[src/rtl/gcd_bist_pkg.sv]
// Shared types and constants for the gcd built-in self-test controller:
// FSM state encoding, vector record layout and the fixed test-vector table.
package gcd_bist_pkg;

  typedef enum logic [1:0] {
    ST_IDLE = 2'd0,
    ST_SEND = 2'd1,
    ST_WAIT = 2'd2,
    ST_DONE = 2'd3
  } state_t;

  localparam int TABLE_DEPTH = 8;
  localparam int IDX_W       = 3;
  localparam int VEC_W       = 16;
  localparam int FAIL_CNT_W  = 4;
  localparam logic [FAIL_CNT_W-1:0] FAIL_CNT_MAX = '1;

  typedef struct packed {
    logic [VEC_W-1:0] a;
    logic [VEC_W-1:0] b;
    logic [VEC_W-1:0] expected;
  } vector_t;

  // Entry 7 is the all-zero vector and doubles as the default.
  function automatic vector_t vector_at(input logic [IDX_W-1:0] idx);
    vector_t v;
    case (idx)
      3'd0:    v = '{a: 16'd27,  b: 16'd15,  expected: 16'd3};
      3'd1:    v = '{a: 16'd21,  b: 16'd49,  expected: 16'd7};
      3'd2:    v = '{a: 16'd25,  b: 16'd30,  expected: 16'd5};
      3'd3:    v = '{a: 16'd19,  b: 16'd27,  expected: 16'd1};
      3'd4:    v = '{a: 16'd40,  b: 16'd40,  expected: 16'd40};
      3'd5:    v = '{a: 16'd250, b: 16'd190, expected: 16'd10};
      3'd6:    v = '{a: 16'd5,   b: 16'd250, expected: 16'd5};
      default: v = '{a: 16'd0,   b: 16'd0,   expected: 16'd0};
    endcase
    return v;
  endfunction

endpackage

[src/rtl/gcd_bist_if.sv]
// Operand/result val/rdy channel between the BIST initiator (master) and
// the gcd unit under test (slave).
interface gcd_bist_if #(
  parameter int W = 16
);
  logic [W-1:0] operands_bits_A;
  logic [W-1:0] operands_bits_B;
  logic         operands_val;
  logic         operands_rdy;
  logic [W-1:0] result_bits_data;
  logic         result_val;
  logic         result_rdy;

  modport master (
    output operands_bits_A, operands_bits_B, operands_val, result_rdy,
    input  operands_rdy, result_bits_data, result_val
  );

  modport slave (
    input  operands_bits_A, operands_bits_B, operands_val, result_rdy,
    output operands_rdy, result_bits_data, result_val
  );
endinterface

[src/rtl/gcd_bist_rom.sv]
// Combinational test-vector table: index -> {A, B, expected}, with the
// 16-bit table constants zero-extended or truncated to the datapath width.
module gcd_bist_rom
  import gcd_bist_pkg::*;
#(
  parameter int W = 16
) (
  input  logic [IDX_W-1:0] index,
  output logic [W-1:0]     a,
  output logic [W-1:0]     b,
  output logic [W-1:0]     expected
);

  vector_t entry;

  always_comb entry = vector_at(index);

  assign a        = W'(entry.a);
  assign b        = W'(entry.b);
  assign expected = W'(entry.expected);

endmodule

[src/rtl/gcd_bist.sv]
// BIST controller: streams the vector table into a gcd unit one transaction
// at a time, checks every result and reports pass/fail/timeout status.
module gcd_bist
  import gcd_bist_pkg::*;
#(
  parameter int W              = 16,
  parameter int NUM_VECTORS    = 7,
  parameter int TIMEOUT_CYCLES = 1000
) (
  input  logic                  clk,
  input  logic                  reset,
  input  logic                  start,
  gcd_bist_if.master            bus,
  output logic                  done,
  output logic                  pass,
  output logic                  timeout,
  output logic [FAIL_CNT_W-1:0] fail_count,
  output logic [IDX_W-1:0]      fail_index
);

  localparam int TO_W = $clog2(TIMEOUT_CYCLES + 1);
  localparam logic [TO_W-1:0]  TO_LAST  = TO_W'(TIMEOUT_CYCLES - 1);
  localparam logic [IDX_W-1:0] LAST_IDX = IDX_W'(NUM_VECTORS - 1);

  state_t           state;
  state_t           state_next;
  logic [IDX_W-1:0] index;
  logic [TO_W-1:0]  to_cnt;
  logic [W-1:0]     rom_a;
  logic [W-1:0]     rom_b;
  logic [W-1:0]     rom_exp;
  logic             start_ok;
  logic             op_fire;
  logic             res_fire;
  logic             expired;
  logic             timeout_hit;
  logic             mismatch;
  logic             last;

  gcd_bist_rom #(.W(W)) u_rom (
    .index    (index),
    .a        (rom_a),
    .b        (rom_b),
    .expected (rom_exp)
  );

  assign start_ok    = start && (state == ST_IDLE || state == ST_DONE);
  assign op_fire     = (state == ST_SEND) && bus.operands_rdy;
  assign res_fire    = (state == ST_WAIT) && bus.result_val;
  assign expired     = (state == ST_SEND || state == ST_WAIT) && (to_cnt == TO_LAST);
  // A handshake on the expiry cycle completes the transaction instead.
  assign timeout_hit = expired && !op_fire && !res_fire;
  assign mismatch    = (bus.result_bits_data != rom_exp);
  assign last        = (index == LAST_IDX);

  always_ff @(posedge clk) begin
    if (reset) state <= ST_IDLE;
    else       state <= state_next;
  end

  always_comb begin
    state_next = state;
    case (state)
      ST_IDLE: if (start_ok) state_next = ST_SEND;
      ST_SEND: begin
        if (op_fire)          state_next = ST_WAIT;
        else if (timeout_hit) state_next = ST_DONE;
      end
      ST_WAIT: begin
        if (res_fire)         state_next = last ? ST_DONE : ST_SEND;
        else if (timeout_hit) state_next = ST_DONE;
      end
      ST_DONE: if (start_ok) state_next = ST_SEND;
      default: state_next = ST_IDLE;
    endcase
  end

  // Index, timeout counter and status registers; the counter restarts on
  // every state change so each phase of a transaction gets its own budget.
  always_ff @(posedge clk) begin
    if (reset) begin
      index      <= '0;
      to_cnt     <= '0;
      fail_count <= '0;
      fail_index <= '0;
      timeout    <= 1'b0;
    end else begin
      if (state_next != state)
        to_cnt <= '0;
      else if (state == ST_SEND || state == ST_WAIT)
        to_cnt <= to_cnt + 1'b1;

      if (start_ok) begin
        index      <= '0;
        fail_count <= '0;
        fail_index <= '0;
        timeout    <= 1'b0;
      end else if (res_fire) begin
        if (mismatch) begin
          if (fail_count != FAIL_CNT_MAX) fail_count <= fail_count + 1'b1;
          if (fail_count == '0)           fail_index <= index;
        end
        if (!last) index <= index + 1'b1;
      end else if (timeout_hit) begin
        timeout <= 1'b1;
      end
    end
  end

  assign bus.operands_val    = (state == ST_SEND);
  assign bus.operands_bits_A = (state == ST_SEND) ? rom_a : '0;
  assign bus.operands_bits_B = (state == ST_SEND) ? rom_b : '0;
  assign bus.result_rdy      = (state == ST_WAIT);

  assign done = (state == ST_DONE);
  assign pass = done && (fail_count == '0) && !timeout;

endmodule
[src/flat_wrapper.sv]
// flat-port wrapper written by rule: the top's interface ports become plain ports
module gcd_bist_flat import gcd_bist_pkg::*;
#(
  parameter int W              = 16,
  parameter int NUM_VECTORS    = 7,
  parameter int TIMEOUT_CYCLES = 1000
)
  (clk, reset, start, done, pass, timeout, fail_count, fail_index, bus_operands_bits_A, bus_operands_bits_B, bus_operands_val, bus_result_rdy, bus_operands_rdy, bus_result_bits_data, bus_result_val);
  gcd_bist_if #(.W(W)) bus_i ();
  input  logic clk;
  input  logic reset;
  input  logic start;
  output logic done;
  output logic pass;
  output logic timeout;
  output logic [FAIL_CNT_W-1:0] fail_count;
  output logic [IDX_W-1:0] fail_index;
  output wire logic [$bits(bus_i.operands_bits_A)-1:0] bus_operands_bits_A;
  output wire logic [$bits(bus_i.operands_bits_B)-1:0] bus_operands_bits_B;
  output wire logic [$bits(bus_i.operands_val)-1:0] bus_operands_val;
  output wire logic [$bits(bus_i.result_rdy)-1:0] bus_result_rdy;
  input wire logic [$bits(bus_i.operands_rdy)-1:0] bus_operands_rdy;
  input wire logic [$bits(bus_i.result_bits_data)-1:0] bus_result_bits_data;
  input wire logic [$bits(bus_i.result_val)-1:0] bus_result_val;
  assign bus_operands_bits_A = bus_i.operands_bits_A;
  assign bus_operands_bits_B = bus_i.operands_bits_B;
  assign bus_operands_val = bus_i.operands_val;
  assign bus_result_rdy = bus_i.result_rdy;
  assign bus_i.operands_rdy = bus_operands_rdy;
  assign bus_i.result_bits_data = bus_result_bits_data;
  assign bus_i.result_val = bus_result_val;
  gcd_bist #(.W(W), .NUM_VECTORS(NUM_VECTORS), .TIMEOUT_CYCLES(TIMEOUT_CYCLES)) u_core (.clk(clk), .reset(reset), .start(start), .bus(bus_i), .done(done), .pass(pass), .timeout(timeout), .fail_count(fail_count), .fail_index(fail_index));
endmodule
[config.mk]
export PLATFORM = sky130hd
export DESIGN_NAME = gcd_bist_flat
export DESIGN_NICKNAME = d
export VERILOG_FILES = /design/src/rtl/gcd_bist_pkg.sv /design/src/rtl/gcd_bist_if.sv /design/src/rtl/gcd_bist_rom.sv /design/src/rtl/gcd_bist.sv /design/src/flat_wrapper.sv
export SDC_FILE = /design/constraint.sdc
export NUM_CORES = 1
export LEC_CHECK = 0
export BUFFER_PORTS_ARGS = -buffer_cell sky130_fd_sc_hd__buf_4
export CAP_MARGIN = 10
export CORE_MARGIN = 2
export CORE_UTILIZATION = 44
export DETAILED_ROUTE_END_ITERATION = 12
export PLACE_DENSITY = 0.81
export SLEW_MARGIN = 20
export SYNTH_ARGS = -nofsm -noshare
export SYNTH_HDL_FRONTEND = slang
export SYNTH_SLANG_ARGS = --single-unit
[constraint.sdc]
create_clock -name clk -period 2.1 [get_ports clk]
set_input_delay 0.105 -clock clk [delete_from_list [all_inputs] [get_ports clk]]
set_output_delay 0.105 -clock clk [all_outputs]
set_load 0.005 [all_outputs]
Word-level counts from Yosys, hierarchy flattened
Cells that the tools add are included.
Operators by class
  multiplexer cells: 9
  add/subtract/negate cells: 3
  equality and inequality tests: 13
  bitwise gates (word level): 2
  reduce and logical (&&, ||, !) cells: 23
Operator list (number)
  $pmux 40 s7: 1
  $mux 16: 1
  $ne 16x16->1: 1
  $add 10x1->10 const B: 1
  $eq 10x10->1 const B: 1
  $mux 2: 5
  $eq 3x3->1 const B: 3
  $logic_and 1x1->1: 8
  $mux 8: 1
  $eq 3x2->1 const B: 2
  $pmux 2 s3: 1
  $reduce_and 3->1: 2
  $reduce_or 2->1: 3
  $add 4x1->4 const B: 1
  $eq 2x2->1 const B: 2
  $logic_not 4->1: 1
  $ne 4x4->1 const B: 1
  $reduce_and 2->1: 2
  $add 3x1->3 const B: 1
  $eq 3x1->1 const B: 1
  $logic_not 1->1: 3
  $logic_not 3->1: 1
  $eq 2x1->1 const B: 1
  $logic_not 2->1: 1
  3 further kinds: 5
Storage, ports and cells
  register bits: 23
  output and inout bits: 44

Depth between registers and ports, before layout
Gate-level depths: netlist of run 1.
  depth in word-level cells: 10
  mapped depth: 10

Hierarchy
A second synthesis of run 1 with hierarchy kept.
Second synthesis, totals
  cell total of the unflattened synthesis: 271
  area total of the unflattened synthesis: 2110.8 µm²
Modules (own cells, without submodules)
  gcd_bist: area each 1687.9 µm², cells each 209, times used 1, sequential area each 460.4 µm²
  gcd_bist_rom: area each 422.9 µm², cells each 62, times used 1, sequential area each 0.0 µm²

Least setup slack after synthesis of run 1
No wires, ideal clock.
  kind: register to register
  from: register u_core.state[1]
  to: register u_core.to_cnt[9]
  setup slack: -150 ps
  arrival: 2135 ps
  cell stages (with the launch flop): 11
  library setup time: 115 ps
  path through: dfxtp_1 inv_1 ha_1 clkbuf_1 a22o_1 or4_4 a21oi_1 o21a_1 or3_1 buf_6 nor2_1
On the way
  cells in the longest elaborated chain, start to end: 10
  elaborated cells between the ends (all ways): 22
Ends and longest elaborated chain
  start: declaration: line gcd_bist.sv:25  | state_t state;
  start signal: assignment: line gcd_bist.sv:58  | else state <= state_next;
  $eq 2x1->1 (*)
  via bus_operands_val: line flat_wrapper.sv:20  | output wire logic [$bits(bus_i.operands_val)-1:0] bus_operands_val;
  $logic_or 1x1->1 or $logic_and 1x1->1 (tied branches): line gcd_bist.sv:50, gcd_bist.sv:90, gcd_bist.sv:48
  $logic_and 1x1->1 or $logic_not 1->1 (tied branches): line gcd_bist.sv:50, gcd_bist.sv:52
  $logic_and 1x1->1 (2 in a row): line gcd_bist.sv:52  | assign timeout_hit = expired && !op_fire && !res_fire;
  $mux 2: line gcd_bist.sv:67, gcd_bist.sv:71
  $mux 2, on equally long branches: line gcd_bist.sv:70, gcd_bist.sv:66
  $pmux 2 s3: line gcd_bist.sv:63  | case (state)
  $ne 2x2->1: line gcd_bist.sv:88  | if (state_next != state)
  $reduce_or 2->1 (no line)
  end signal: assignment: line gcd_bist.sv:91  | to_cnt <= to_cnt + 1'b1;
  end: declaration: line gcd_bist.sv:28  | logic [TO_W-1:0] to_cnt;
Mark *: on every way through the listed nets, which the timed path passes. The rest lies on a longest branch.
A chain may end at the register's enable or synchronous reset.

Worst setup path in the final report of run 1
  from: register u_core.state[1]
  to: register u_core.to_cnt[8]
On the way
  cells in the longest elaborated chain, start to end: 10
  elaborated cells between the ends (all ways): 22
Ends and longest elaborated chain (line)
  $eq 2x1->1 or $eq 2x2->1 (tied branches)
  $logic_or 1x1->1 or $logic_and 1x1->1 (tied branches): gcd_bist.sv:50, gcd_bist.sv:90, gcd_bist.sv:48
  $logic_and 1x1->1 or $logic_not 1->1 (tied branches): gcd_bist.sv:50, gcd_bist.sv:52
  $logic_and 1x1->1 (2 in a row): gcd_bist.sv:52
  $mux 2: gcd_bist.sv:67, gcd_bist.sv:71
  $mux 2, on equally long branches: gcd_bist.sv:70, gcd_bist.sv:66
  $pmux 2 s3: gcd_bist.sv:63
  $ne 2x2->1: gcd_bist.sv:88
  $reduce_or 2->1 (no line)
Several ways; a longest one is shown, not always the timed one.

==> results of run 1 <==
## synth_stat cells (3+ instances only)
cell type   n  area [um^2]
nand3_1     8         40.0
a21oi_1    13         65.1
clkbuf_1    7         26.3
nor3_1      5         25.0
buf_4      17          128
inv_1      10         37.5
mux2i_1     5         50.1
nor4_1      3         18.8
ha_1       12          150
o21ai_0     9         45.0
nor2_1     31          116
nand2_1    17         63.8
and3_1      5         31.3
or2_2       3         18.8
dfxtp_1    23          460
or3_1       3         18.8
xnor2_1    10         87.6
## report_power, final
part | switching (mW) | leakage [nW] | internal [mW] | total (mW)
sequential | 0.0402 | 0.188 | 0.477 | 0.517
clock | 0.149 | 0.0255 | 0.133 | 0.282
combinational | 0.558 | 0.875 | 0.570 | 1.13
total | 0.747 | 1.09 | 1.18 | 1.93
## cell usage in the layout (no fill, tap or decap), drive strengths merged, types with 5 or more instances in the layout
cell type and n:
a21oi 13, mux2i 5, buf 74, and3 6, conb 16, xnor2 10
ha 12, nor2 31, inv 10, nand2 17, dfxtp 23, o21ai 10
nand3 8, nor3 5
## metal layers
| metal | wire (um) | vias to the layer above | track usage |
|---|---|---|---|
| li1 | - | 869 | - |
| met1 | 1730 | 804 | 0.219 |
| met2 | 2260 | 72 | 0.364 |
| met3 | 313 | 10 | 0.0358 |
| met4 | 65 | 0 | 0.0536 |
| met5 | 0 | - | 0 |
## final cells by class
cell class,instances,area share
Tap cell,48,0.0247
Clock buffer,3,0.0170
Inverter,10,0.0165
Timing Repair Buffer,74,0.228
Clock inverter,1,0.00206
Multi-Input combinational cell,180,0.518
Sequential cell,23,0.193
## path summary, 6_finish.rpt
kind | startpoint | cells after the start | slack (ns) | to
setup reg to reg | u_core.state[1] | 8 | -0.009 | u_core.to_cnt[8]
hold reg to reg | u_core.fail_index[2] | 2 | 0.47 | u_core.fail_index[2]
setup / recovery | u_core.state[1] | 8 | -0.009 | u_core.to_cnt[8]
hold / removal | reset | 2 | 0.03 | u_core.state[1]
## cell families after synthesis
| kind of cell | Yosys count | share of synthesized area |
|---|---|---|
| AOI/OAI and AO/OA | 41 | 0.154 |
| xor gates and xnor gates | 12 | 0.0613 |
| adders and majority gates | 12 | 0.0875 |
| buffers and inverters | 36 | 0.121 |
| DFF | 23 | 0.268 |
| muxes | 6 | 0.0357 |
| other | 1 | 0.00219 |
| and+or+nand+nor | 92 | 0.270 |
## sequential cells by signal, summed over array words and instances (netlist names)
register / cells
u_core.state: 2
u_core.timeout: 1
u_core.index: 3
u_core.fail_index: 3
u_core.to_cnt: 10
u_core.fail_count: 4
## stage by stage
step,std cells,TNS (ns)
finish,339,-0.0196
global route,339,-0.511
CTS,338,0
detailed placement,333,-0.209
global placement,333,0
floorplan,238,0
## what timing repair did
action	4_1_cts	5_1_grt
setup buffers	1	1
endpoints found under the setup margin	17	18
cloned	0	1
pin swaps	1	12
gates resized for setup	7	25
hold buffers	0	0
==> impl_metrics.tcl, run 1 <==
set metrics [dict create \
    die_w_um 66.4 \
    final_util 0.655 \
    initial_core_util 0.462 \
    crit_type "reg2reg" \
    clk_latency_ns 0.27 \
    syn_inst 223 \
    htree_levels 1 \
    worst_slack_ns -0.00888 \
    numClockSinks 23 \
    cap_violations 0 \
    placed_cell_area_um2 2240 \
    std_cell_rows 22 \
    drtAntennaViolNets 0 \
    antennaDiodeCount 0 \
    critPathRequiredTime_ns 2.26 \
    cp.arrival_ns 2.27 \
    drive_gt1_frac 0.409 \
    min_period_over_period 1.00 \
    design_power_total_mw 1.93 \
    ys_seq_area_frac 0.268 \
    cts_tree "done" \
    grt_usage 0.193 \
    firstDrtPassIters 4 \
    crit_fanout 5 \
    hold_violations 0 \
    syn_avg_cell_area_um2 7.69 \
    multi_input_area_um2 1260 \
    grt_pass1_wl_mm 6.65 \
    hold_class "in2reg" \
    avgRoutedWirePerCell_um 12.9 \
    synth_edf_count 0 \
    drv_slew 0 \
    path_buf_inv 1 \
    seqCellArea_um2 470 \
    dp_hpwl_mm 3.30 \
    place_congestion 0.900 \
    setup-violations-final 3 \
    pre_cts_ws_ns -0.0431 \
    path_cells "inv_2, ha_2, a22o_1, or4_4, a21oi_4, o21a_1, or3_4, nor2_2" \
    min_period_ns 2.11 \
    p_leak_nw 1.09 \
    fp.coreArea_um2 3720 \
    ir_worst_vdd_v 0.000514 \
    synthArstFlopShare 0 \
    areaGrowthSynthToFinish_pct 41.9 \
    root_buffer "clkbuf_8" \
    grt_antenna_before_repair 0 \
    final_area_um2 2430 \
    cp_slowest_cell "or4_4" \
    grt_pass1_vias 1595 \
    max_freq_ghz 0.474 \
    power.density_nw_per_um2 792 \
    ys.flop_type "dfxtp_1" \
    die_y_um 66.4 \
    rsz0062_at_grt "true" \
    yosys_warnings 0 \
    fin_nets 325 \
    crit_family "simple AND/OR/NAND/NOR gates" \
    clockBufferDepth 2 \
    die_area_um2 4410 \
    via_per_inst 5.18 \
    syn-cell-area_um2 1720 \
    io_buffers 48 \
    clk_pin_slew_ns 0.09 \
    finClkSkew_ns 0.00858 \
    synth_seq_cells 23 \
    cp-end-kind "flop" \
    whs_ns 0.0270 \
    grt_overflow_total 0 \
    cts_made_buffers 3 \
    ioPinCount 65 \
    first_iter_violations 100 \
    cp-start-kind "flop" \
    cpPeakStageDelay_ns 0.57 \
    wl_mm 4.37 \
    num_vias 1755 \
    ys_types 49 \
    outcome "finished, violations left" \
    drc_errors 0 \
    grt_max_degree 15 \
    violations "setup timing" \
    nFillCells 310 \
]
(Power assumes the default switching activity.)
==> run 2: changes to the inputs <==
--- a/config.mk
+++ b/config.mk
@@ -5,12 +5,12 @@
 export SDC_FILE = /design/constraint.sdc
 export NUM_CORES = 1
 export LEC_CHECK = 0
-export BUFFER_PORTS_ARGS = -buffer_cell sky130_fd_sc_hd__buf_4
 export CAP_MARGIN = 10
 export CORE_MARGIN = 2
-export CORE_UTILIZATION = 44
+export CORE_UTILIZATION = 48
 export DETAILED_ROUTE_END_ITERATION = 12
-export PLACE_DENSITY = 0.81
+export DONT_BUFFER_PORTS = 1
+export PLACE_DENSITY = 0.7
 export SLEW_MARGIN = 20
 export SYNTH_ARGS = -nofsm -noshare
 export SYNTH_HDL_FRONTEND = slang
==> run 2 against run 1 <==
Compared with the run above: the run now ends clean; flip-flop and latch count stayed put; non-clock buffer count is 46 lower; critical endpoint is now u_core.fail_count[2]; critical path depth stayed put; largest cell class unchanged; final area is 15% lower; critical path type unchanged; wire length is 5.9% lower.
==> impl_metrics.tcl, run 2 (synthesis gave the netlist of run 1 again) <==
set metrics [dict create \
    max_freq_ghz 0.483 \
    min_period_over_period 0.987 \
    drtAntennaViolNets 0 \
    nFillCells 324 \
    grt_overflow_total 0 \
    cp_slowest_cell "or3_4" \
    crit_type "reg2reg" \
    layout_commonest_cell "nor2_1" \
    path_buf_inv 1 \
    hold_path_depth 2 \
    crit_family "simple AND/OR/NAND/NOR gates" \
    clk_latency_ns 0.32 \
    clockBufferDepth 2 \
    cpPeakStageDelay_ns 0.40 \
    crit_fanout 4 \
    critPathRequiredTime_ns 2.33 \
    ir_worst_vdd_v 0.000519 \
    pre_cts_ws_ns -0.0341 \
    firstDrtPassIters 4 \
    cp-start-kind "flop" \
    p_leak_nw 0.835 \
    busiest_layer "met2" \
    numClockSinks 23 \
    outcome "complete, no violations" \
    htree_levels 1 \
    die_y_um 63.8 \
    min_period_ns 2.07 \
    r2r-start "u_core.index[0]" \
    num_vias 1578 \
    place_congestion 0.802 \
    io_buffers 0 \
    critPathLaunch "u_core.index[0]" \
    design_power_total_mw 1.61 \
    via_per_inst 5.42 \
    antennaDiodeCount 0 \
    wl_mm 4.11 \
    cts_tree "done" \
    seqCellArea_um2 473 \
    largest_reg_flops 10 \
    drive_gt1_frac 0.278 \
    drc_errors 0 \
    finClkSkew_ns 0.00875 \
    grt_usage 0.196 \
    grt_use_met2 0.352 \
    cp.arrival_ns 2.30 \
    avgRoutedWirePerCell_um 14.1 \
    largest-register "u_core.to_cnt" \
    reg_top3 "u_core.to_cnt: 10 flops, u_core.fail_count: 4 flops" \
    root_buffer "clkbuf_4" \
    dp_hpwl_mm 2.93 \
    areaGrowthSynthToFinish_pct 20.0 \
    whs_ns 0.0313 \
    first_iter_violations 73 \
    cts_made_buffers 3 \
    path_cells "buf_4, ha_2, o21ba_2, or3_4, xnor2_4, a31oi_4, and3_4, o21ai_1" \
    grt_antenna_before_repair 0 \
    grt_pass1_wl_mm 6.47 \
    die_w_um 63.8 \
    use_met1 0.217 \
    cap_violations 0 \
    grt_pass1_vias 1470 \
    clk_pin_slew_ns 0.13 \
    initial_core_util 0.506 \
    final-instance-count-excl-fill 291 \
    hold_class "in2reg" \
    fin_nets 279 \
    grt_max_degree 15 \
    multi_input_area_um2 1250 \
    die_area_um2 4070 \
    reg2regPathDepth 8 \
    final_cell_mix "nor2_1 (31), buf_4 (26), dfxtp_1 (19)" \
    hold_violations 0 \
    fp.coreArea_um2 3390 \
    std_cell_rows 21 \
    min_from "reset" \
    dp.cells 284 \
    cp-end-kind "flop" \
    cp.depth 8 \
    ioPinCount 65 \
    worst_slack_ns 0.0283 \
    drv_slew 0 \
    setup-violations-final 0 \
    met3_usage 0.0616 \
    power.density_nw_per_um2 784 \
]
## run 2: cell count changes in the layout (fill, tap and decap cells not counted), sizes merged
cell / change
buf: -48
dlygate4sd3: +2
## run 2: worst paths after layout
path | endpoint | slack (ns)
min | u_core.index[0] | 0.03
max | u_core.fail_count[2] | 0.03
max reg2reg | u_core.fail_count[2] | 0.03
min reg2reg | u_core.fail_index[2] | 0.49
## run 2: layout make-up
cell class	instances	area share
Clock inverter	1	0.00243
Tap cell	46	0.0280
Inverter	10	0.0182
Timing Repair Buffer	28	0.105
Clock buffer	3	0.0109
Sequential cell	23	0.230
Multi-Input combinational cell	180	0.606
## run 2: stage by stage
step | TNS (ns) | util | area, um^2
after floorplan | 0 | - | 1810
after global placement | -0.190 | 0.556 | 1880
after detailed placement | -0.386 | 0.556 | 1880
after CTS | 0 | 0.581 | 1970
after global routing | -0.0975 | 0.607 | 2060
final | 0 | 0.607 | 2060
## run 2: where the power goes
| group | internal, mW | switching (mW) |
|---|---|---|
| Combinational | 0.394 | 0.500 |
| Sequential | 0.476 | 0.0355 |
| Clock | 0.0713 | 0.138 |
| Total | 0.941 | 0.673 |
## run 2: per-layer routing
layer,share of wire,wire length (um)
met3,0.056,232
met1,0.41,1670
met5,0,0
met4,0.0066,27
met2,0.53,2180
## run 2: repair_timing
item | CTS | global route
resized for setup | 7 | 22
hold buffers | 1 | 1
pin swaps | 1 | 10
setup endpoints to repair | 17 | 18
hold endpoints to repair | 2 | 10
cloned | 0 | 1
setup buffers | 1 | 0
==> run 3: changes to the inputs <==
--- a/config.mk
+++ b/config.mk
@@ -14,4 +14,5 @@
 export SLEW_MARGIN = 20
 export SYNTH_ARGS = -nofsm -noshare
 export SYNTH_HDL_FRONTEND = slang
+export SYNTH_HIERARCHICAL = 1
 export SYNTH_SLANG_ARGS = --single-unit
==> run 3 against run 2 <==
Compared with the run above: critical path depth is 1 lower; global-route usage is 4.2 points lower; critical endpoint is now u_core/to_cnt[7]; register-to-register slack better by 0.08 ns; sequential power is 7.2% lower; clock power is 30% higher; die area is 22% higher; cell count is 11% higher; first-iteration DRC count is 19% lower.
==> impl_metrics.tcl, run 3 <==
set metrics [dict create \
    outcome "complete, no violations" \
    whs_ns 0.0403 \
    final_util 0.495 \
    synth_edf_count 0 \
    die_area_um2 4940 \
    placed_cell_area_um2 2070 \
    drc_errors 0 \
    crit_family "simple AND/OR/NAND/NOR gates" \
    synth_top_area_cell "dfxtp_1" \
    synthArstFlopShare 0 \
    min_period_ns 1.99 \
    cp.arrival_ns 2.15 \
    num_vias 1636 \
    clk_pin_slew_ns 0.08 \
    clockBufferDepth 2 \
    hold_violations 0 \
    fp.coreArea_um2 4290 \
    cts_made_buffers 3 \
    ioPinCount 65 \
    ys_types 48 \
    cts_tree "done" \
    hold_path_depth 3 \
    first_iter_violations 59 \
    place_congestion 0.827 \
    synth_top_area_share 0.218 \
    layout_commonest_cell "and2_1" \
    syn_avg_cell_area_um2 7.79 \
    synth_seq_cells 23 \
    design_power_total_mw 1.33 \
    hold_class "in2reg" \
    std_cell_rows 24 \
    pre_cts_ws_ns 0.175 \
    final_cell_mix "and2_1 (35), conb_1 (27), nor2_1 (23), dfxtp_1 (23), xnor2_1 (21)" \
    grt_pass1_vias 1473 \
    dp_hpwl_mm 2.99 \
    initial_core_util 0.492 \
    path_cells "inv_1, ha_1, and3b_2, nand4_1, o22ai_1, a31o_4, nor2_1" \
    final_area_um2 2120 \
    critPathRequiredTime_ns 2.26 \
    cp-end-kind "flop" \
    busiest_layer "met2" \
    p_leak_nw 0.889 \
    finalSetupTns_ns 0 \
    htree_levels 1 \
    r2r_end "u_core/to_cnt[7]" \
    io_buffers 0 \
    grt_antenna_before_repair 0 \
    cp_slowest_cell "ha_1" \
    syn-cell-area_um2 2110 \
    worst_slack_ns 0.112 \
    worstMarginPinSlew_ns 0.526 \
    wl_mm 3.84 \
    r2r-start "u_core/state[0]" \
    use_met1 0.200 \
    reg_top3 "u_core/to_cnt: 10 flops, u_core/fail_count: 4 flops" \
    ys_top_cells_by_area "dfxtp_1 (22%), buf_4 (11%), and2_1 (10%)" \
    drtAntennaViolNets 0 \
    timing.reg2reg.setup_slack_ns 0.11 \
    path_buf_inv 1 \
    ys_seq_area_frac 0.218 \
    dp.cells 319 \
    ys.flop_type "dfxtp_1" \
    firstDrtPassIters 4 \
    fin_nets 303 \
    via_per_inst 5.05 \
    crit_fanout 8 \
    setup-violations-final 0 \
    ir_worst_vdd_v 0.000267 \
    avgRoutedWirePerCell_um 11.9 \
    min_period_over_period 0.947 \
    hold_end "u_core/state[1]" \
    max_freq_ghz 0.503 \
    grt_overflow_total 0 \
    die_y_um 70.3 \
    areaGrowthSynthToFinish_pct 0.652 \
    largest_reg_flops 10 \
    relSlewSlack 0.650 \
    cap_violations 0 \
    grt_usage 0.154 \
    final-instance-count-excl-fill 324 \
    finClkSkew_ns 0.00793 \
    yosysMostFrequentCell "and2_1" \
    drive_gt1_frac 0.0846 \
    clk_latency_ns 0.26 \
    grt_pass1_wl_mm 6.43 \
    reg2regPathDepth 7 \
    numClockSinks 23 \
    die_w_um 70.3 \
    antennaDiodeCount 0 \
    root_buffer "clkbuf_8" \
    cp-start-kind "flop" \
    met3_usage 0.0433 \
    crit_type "reg2reg" \
    drv_slew 0 \
    yosys_warnings 6 \
    grt_use_met2 0.253 \
    grt_max_degree 27 \
    syn_inst 271 \
    power.density_nw_per_um2 625 \
    largest-register "u_core/to_cnt" \
    cpPeakStageDelay_ns 0.39 \
    min_from "start" \
    cts_setup_buffers 0 \
    rsz0062_at_grt "false" \
    ys_top_cells_by_count "and2_1 (35), buf_4 (31), dfxtp_1 (23), nor2_1 (23), xnor2_1 (21)" \
]
-- run 3: cell count changes after synthesis, moves of 5 or more --
cell	delta
and2_1	+33
xor2_1	+5
xnor2_1	+11
nand4_1	+7
buf_4	+14
nor2_1	-8
-- run 3: tightest hold or removal path: stages --
cell	delay [ns]
nor2b_1	0.04
nand2_1	0.06
a211oi_1	0.06
-- run 3: layer usage --
metal  part of all wire  vias to the layer above
met3              0.082                        2
met4             0.0055                        0
met5                  0                        -
met1               0.47                      720
met2               0.44                       51
li1                   -                      863
-- run 3: repair_timing --
| item | in CTS | in global routing |
|---|---|---|
| resized for setup | 0 | 1 |
| endpoints found under the setup margin | 0 | 2 |
| hold endpoints to repair | 2 | 0 |
| hold buffers | 1 | 0 |
-- run 3: cell families after synthesis --
logic type               synth area share
adder cells (fa/ha/maj)            0.0534
AND/OR/NAND/NOR                     0.311
AO/OA/AOI/OAI                       0.132
multiplexers                       0.0166
flip-flops                          0.218
buffers and inverters               0.152
other                             0.00178
XOR/XNOR                            0.116
-- run 3: how the worst max path moves through the flow --
stage / to / start / slack [ns] / cells after the start
after floorplan: u_core/to_cnt[3] / u_core/state[0] / 0.1 / 8
after global placement: u_core/to_cnt[6] / u_core/index[0] / 0.21 / 7
after detailed placement: u_core/to_cnt[0] / u_core/state[0] / 0.18 / 7
after CTS: u_core/to_cnt[0] / u_core/state[0] / 0.16 / 7
after global routing: u_core/to_cnt[0] / u_core/state[0] / 0.009 / 7
final: u_core/to_cnt[7] / u_core/state[0] / 0.11 / 7
-- run 3: layout make-up --
class	count	area, um^2
fill	436	2170
tap	52	65.1
inverter	8	30.0
multi-input combinational	225	1430
timing repair buffer	12	92.6
sequential	23	460
clock buffer	4	45.0
-- run 3: report_power, final --
group | switching [mW] | total [mW] | internal, mW
clock network | 0.137 | 0.272 | 0.135
registers | 0.0184 | 0.474 | 0.455
logic | 0.326 | 0.581 | 0.255
